==> config.mk <==
export PLATFORM = sky130hd
export DESIGN_NAME = xy_rr_arbiter
export DESIGN_NICKNAME = d
export VERILOG_FILES = /design/src/rtl/xy_noc_pkg.sv /design/src/rtl/rr_pick.sv /design/src/rtl/xy_rr_arbiter.sv
export SDC_FILE = /design/constraint.sdc
export NUM_CORES = 1
export LEC_CHECK = 0
export BUFFER_PORTS_ARGS = -buffer_cell sky130_fd_sc_hd__buf_2
export CAP_MARGIN = 20
export CORE_MARGIN = 2
export CORE_UTILIZATION = 47
export CTS_CLUSTER_SIZE = 30
export DETAILED_ROUTE_END_ITERATION = 12
export PLACE_DENSITY_LB_ADDON = 0.12
export SKIP_LAST_GASP = 1
export SLEW_MARGIN = 20
export SYNTH_ARGS = -nofsm -noshare
export SYNTH_HDL_FRONTEND = slang
export SYNTH_SLANG_ARGS = --single-unit
==> constraint.sdc <==
create_clock -name clk_i -period 5.3 [get_ports clk_i]
set_input_delay 0 -clock clk_i [delete_from_list [all_inputs] [get_ports clk_i]]
set_output_delay 0 -clock clk_i [all_outputs]
set_load 0.02 [all_outputs]
==> src/rtl/xy_noc_pkg.sv <==
// Shared NoC definitions: packet field widths, port direction indices,
// requester count and the arbiter FSM encoding.
package xy_noc_pkg;

   localparam int PACKET_ADDR_X_W = 4;
   localparam int PACKET_ADDR_Y_W = 4;
   localparam int PACKET_DATA_W   = 8;
   localparam int PACKET_W        = PACKET_ADDR_X_W + PACKET_ADDR_Y_W + PACKET_DATA_W;

   // Requester / direction indices
   localparam int LEFT  = 0;
   localparam int TOP   = 1;
   localparam int RIGHT = 2;
   localparam int BOT   = 3;
   localparam int RES   = 4;
   localparam int REQ_N = 5;

   // Requester index and pointer width
   localparam int IDX_W = 3;

   typedef enum logic {
      ST_IDLE = 1'b0,
      ST_HOLD = 1'b1
   } arb_state_t;

   // Advance a requester index by one, wrapping explicitly at n rather than
   // at the next power of two.
   function automatic logic [IDX_W-1:0] wrap_inc(input logic [IDX_W-1:0] idx,
                                                 input int               n);
      return (int'(idx) + 1 >= n) ? '0 : idx + 1'b1;
   endfunction

endpackage

==> src/rtl/rr_pick.sv <==
// Rotating priority encoder: selects the first set request scanning from
// ptr upward with wrap at N. Purely combinational.
module rr_pick
   import xy_noc_pkg::*;
#(
   parameter int N = xy_noc_pkg::REQ_N
) (
   input  logic [N-1:0]     req,
   input  logic [IDX_W-1:0] ptr,
   output logic [N-1:0]     grant,
   output logic [IDX_W-1:0] grant_idx,
   output logic             any
);

   // Scan N positions starting at ptr and latch onto the first active request.
   always_comb begin
      logic [IDX_W-1:0] sel;
      // NOTE: every output gets a default before the loop so no path leaves
      // it unassigned, which would otherwise infer a latch.
      grant     = '0;
      grant_idx = '0;
      any       = 1'b0;
      sel       = '0;
      for (int i = 0; i < N; i++) begin
         sel = IDX_W'((int'(ptr) + i) % N);
         if (!any && req[sel]) begin
            any        = 1'b1;
            grant_idx  = sel;
            grant[sel] = 1'b1;
         end
      end
   end

endmodule

==> src/rtl/xy_rr_arbiter.sv <==
// Round-robin input arbiter in front of the XY routing stage. Holds one
// packet at a time; a new winner is captured whenever the stage is empty
// or the held packet is being accepted, giving 1 packet/cycle throughput.
// Optional per-requester grant counters are built when XY_ARB_STATS_EN
// is defined.
module xy_rr_arbiter
   import xy_noc_pkg::*;
#(
   parameter int REQ_N    = xy_noc_pkg::REQ_N,
   parameter int PACKET_W = xy_noc_pkg::PACKET_W
) (
   input  logic                         clk_i,
   input  logic                         rst_i,
   input  logic [REQ_N-1:0]             req_vld_i,
   input  logic [PACKET_W*REQ_N-1:0]    req_pckt_i,
   output logic [REQ_N-1:0]             req_rd_o,
   output logic                         out_vld_o,
   output logic [PACKET_W-1:0]          out_pckt_o,
   input  logic                         out_rd_i,
   output logic [2:0]                   grant_idx_o
`ifdef XY_ARB_STATS_EN
   ,
   input  logic                         stat_clr_i,
   output logic [8*REQ_N-1:0]           grant_cnt_o
`endif
);

   arb_state_t       state;
   arb_state_t       state_next;
   logic [IDX_W-1:0] ptr;
   logic [REQ_N-1:0] pick_oh;
   logic [IDX_W-1:0] pick_idx;
   logic             pick_any;
   logic             capture;
   logic             take;

   rr_pick #(
      .N (REQ_N)
   ) u_pick (
      .req       (req_vld_i),
      .ptr       (ptr),
      .grant     (pick_oh),
      .grant_idx (pick_idx),
      .any       (pick_any)
   );

   // The holding register may load when empty, or when its packet leaves.
   // Reset suppresses the pop strobe so no requester loses a packet.
   assign capture   = (state == ST_IDLE) || out_rd_i;
   assign take      = capture && pick_any && !rst_i;
   assign req_rd_o  = take ? pick_oh : '0;
   assign out_vld_o = (state == ST_HOLD);

   // State register.
   always_ff @(posedge clk_i or posedge rst_i) begin
      if (rst_i) begin
         state <= ST_IDLE;
      end else begin
         // NOTE: sequential state uses non-blocking assignment so every
         // register samples pre-edge values regardless of block order.
         state <= state_next;
      end
   end

   // Next state: on a capture, HOLD if anything was picked, else IDLE.
   always_comb begin
      state_next = state;
      if (capture) begin
         state_next = pick_any ? ST_HOLD : ST_IDLE;
      end
   end

   // Held packet, grant index and round-robin pointer.
   always_ff @(posedge clk_i or posedge rst_i) begin
      if (rst_i) begin
         ptr         <= '0;
         out_pckt_o  <= '0;
         grant_idx_o <= '0;
      end else if (capture) begin
         if (pick_any) begin
            out_pckt_o  <= req_pckt_i[pick_idx*PACKET_W +: PACKET_W];
            grant_idx_o <= pick_idx;
            ptr         <= wrap_inc(pick_idx, REQ_N);
         end else begin
            grant_idx_o <= '0;
         end
      end
   end

`ifdef XY_ARB_STATS_EN
   // Per-requester saturating grant counters; a clear beats an increment.
   for (genvar k = 0; k < REQ_N; k++) begin : g_cnt
      logic [7:0] cnt;

      // Count captures of requester k, saturating at 255.
      always_ff @(posedge clk_i or posedge rst_i) begin
         if (rst_i) begin
            cnt <= '0;
         end else if (stat_clr_i) begin
            cnt <= '0;
         end else if (take && pick_oh[k] && (cnt != 8'hFF)) begin
            cnt <= cnt + 8'd1;
         end
      end

      assign grant_cnt_o[8*k +: 8] = cnt;
   end
`endif

endmodule

==> impl_metrics.toml <==
[finish]
n_antenna_cell = 0
nFillCells = 616
syn_to_final_growth_pct = 28.59
multi_input_area_um2 = 2554
seq_area_um2 = 576.8
fin_nets = 634
layout-drive-gt1-share_pct = 34.22

[sta]
fin_worst_skew_ns = 0.003049
hold_ws_ns = 0.009283
fmax_ghz = 0.2019
worst_pin_slew_ns = 0.6554
setup_violations = 0
fin_crit_sh_pct = 93.44
maxSlewViolCount = 0
finalHoldViolCount = 0
slew_headroom_pct = 55.99
worst_slack_ns = 0.3476
period_needed_ns = 4.952

[floorplan]
die_x_um = 87.79
start_util_pct = 48.56
die_area_um2 = 7706
die_y_um = 87.79
pin_count = 113
core_area_um2 = 6794
rows = 30

[placed_design]
port_buffers = 112
dp.final_hpwl_um = 7454
pre_cts_ws_ns = -0.005323
place_congestion = 0.9662

[yosys]
synthCells = 398
synth_area_um2 = 3299
yosys.area.top_type = "dfrtp_1"
synth_area_leaders = "dfrtp_1, mux2i_1, ha_1"
synth-seq-cells = 23
synth_async_sr_flop_share_pct = 100.0
syn-num-nets = 505
synth_cell_type_count = 71
ys_warn_count = 0
synth_flop_cell = "dfrtp_1"
synth_edf_count = 0
ys_seq_area_share_pct = 17.44
synth_top_area_share_pct = 17.44
synthTopCellsByCount = "nand2_1, mux2i_1, dfrtp_1"
yosysMostFrequentCell = "nand2_1"
synth_area_per_cell_um2 = 8.290

[grt]
gr-total-overflow = 0
antenna_found_initial = 0
grt_usage_pct = 24.40
grt_max_degree = 29
grt_pass1_wl_um = 15150
grt_pass1_vias = 3280

[clock_tree]
root_buffer = "clkbuf_8"
cts_buffers = 3
tritoncts = "yes"
clock_sinks = 23
insertion_delay_ns = 0.26
max-clock-path-buffers = 2
htreeDepth = 1
clk_pin_slew_worst_paths_ns = 0.08

[detailed_routing]
drc = 0
via_per_inst = 5.630
drt_wl_total_um = 9593
ant_nets = 0
vias = 3502
wl_per_cell_um = 15.42
drt-initial-drc-count = 149
drtPass1Iterations = 4

[setup_path]
cp.required_ns = 5.30
r2r_start = "ptr[1]$_DFFE_PP0P_"
crit_path_start = "ptr[1]$_DFFE_PP0P_"
end_kind = "primary output"
arrival_ns = 4.95
setup.worst_path.class = "register to primary output"
crit_path_start_kind = "register"
crit_fanout = 7

[outcome]
status = "completed"

[flow_run]
drv_cap = 0

[min_path]
hold_start = "req_pckt_i[64]"
hold_path.class = "input pin to register"
sequential cells by signal (all words and copies together), names as in the netlist:
| register | count |
|---|---|
| ptr | 3 |
| out_vld_o | 1 |
| out_pckt_o | 16 |
| grant_idx_o | 3 |
critical path, stage by stage, from the launching register on:
cell	delay, ns
dfrtp_2	0.45
inv_2	0.10
ha_1	0.38
o21ai_0	0.24
nand2_1	0.13
xnor2_2	0.22
ha_1	0.26
inv_1	0.09
o221ai_1	0.25
nand2_1	0.24
a31o_2	0.30
o22ai_1	0.27
o311ai_1	0.23
or3_4	0.49
or2_2	0.34
nor4_2	0.20
nand2_1	0.09
a31oi_1	0.22
buf_2	0.21
stage by stage:
step | util [%] | TNS, ns | std cells | instance area (um^2)
floorplan | - | 0 | 398 | 3346
global placement | 58.99 | 0 | 601 | 4008
detailed placement | 58.99 | -0.005323 | 601 | 4008
CTS | 62.12 | 0 | 621 | 4220
global route | 62.45 | -0.005853 | 622 | 4243
finish | 62.45 | 0 | 622 | 4243
cells in the final DEF, fill, tap and decap left out, types with 7 or more instances in the layout:
cell,Yosys,routed
a21oi_1,13,13
buf_2,6,112
buf_4,2,19
dfrtp_1,23,22
dlygate4sd3_1,0,16
ha_1,19,17
inv_1,16,15
mux2_1,7,7
mux2_2,13,11
mux2i_1,46,46
nand2_1,48,47
nand2b_1,9,9
nand3_1,22,22
nor2_1,20,20
nor2b_1,8,8
nor3_1,10,9
o211ai_1,18,18
o21ai_0,8,8
o22ai_1,8,8
worst paths after layout:
| kind | slack (ns) | endpoint | cells after the start |
|---|---|---|---|
| setup / recovery | 0.35 | req_rd_o[0] | 18 |
| hold / removal | 0.009 | out_pckt_o[0]$_DFFE_PP0P_ | 3 |
| setup reg to reg | 0.40 | out_pckt_o[0]$_DFFE_PP0P_ | 18 |
| hold reg to reg | 0.50 | out_pckt_o[2]$_DFFE_PP0P_ | 2 |
| max in group asynchronous | 4.71 | ptr[1]$_DFFE_PP0P_ | 4 |
| min in group asynchronous | 0.32 | out_pckt_o[12]$_DFFE_PP0P_ | 4 |
per-layer routing:
| layer | wire, um | vias up | GRT usage (%) |
|---|---|---|---|
| met3 | 503 | 12 | 2.356 |
| met2 | 4933 | 122 | 44.63 |
| met5 | 0 | - | 0 |
| met4 | 151 | 0 | 7.413 |
| met1 | 4004 | 1651 | 30.13 |
| li1 | - | 1717 | - |
repair_timing:
action / 4_1_cts / 5_1_grt
buffers inserted: 0 / 1
gates resized for setup: 1 / 5
hold buffers: 16 / 0
hold endpoints to repair: 38 / 0
setup endpoints to repair: 5 / 23
pin swaps: 0 / 1
layout make-up:
type                       instances  share of cell area, %
tap                               96                  2.831
timing repair buffer             148                  20.82
clock buffer                       4                  1.062
sequential                        23                  13.59
multi-input combinational        334                  60.19
inverter                          17                  1.504
cell families (layout without fill, tap and decap cells):
family | count (synthesis) | in the layout | share of synthesized area (%)
compound gates | 90 | 90 | 20.82
mux | 71 | 71 | 23.02
xor+xnor | 8 | 8 | 2.351
simple gates | 146 | 146 | 22.07
flops | 23 | 23 | 17.44
fa+ha+maj | 19 | 19 | 7.205
buf+inv | 41 | 169 | 7.091
Power is left out: the tool's default activity adds up to more than one toggle a clock period on the data nets, which glitch-free logic cannot reach.
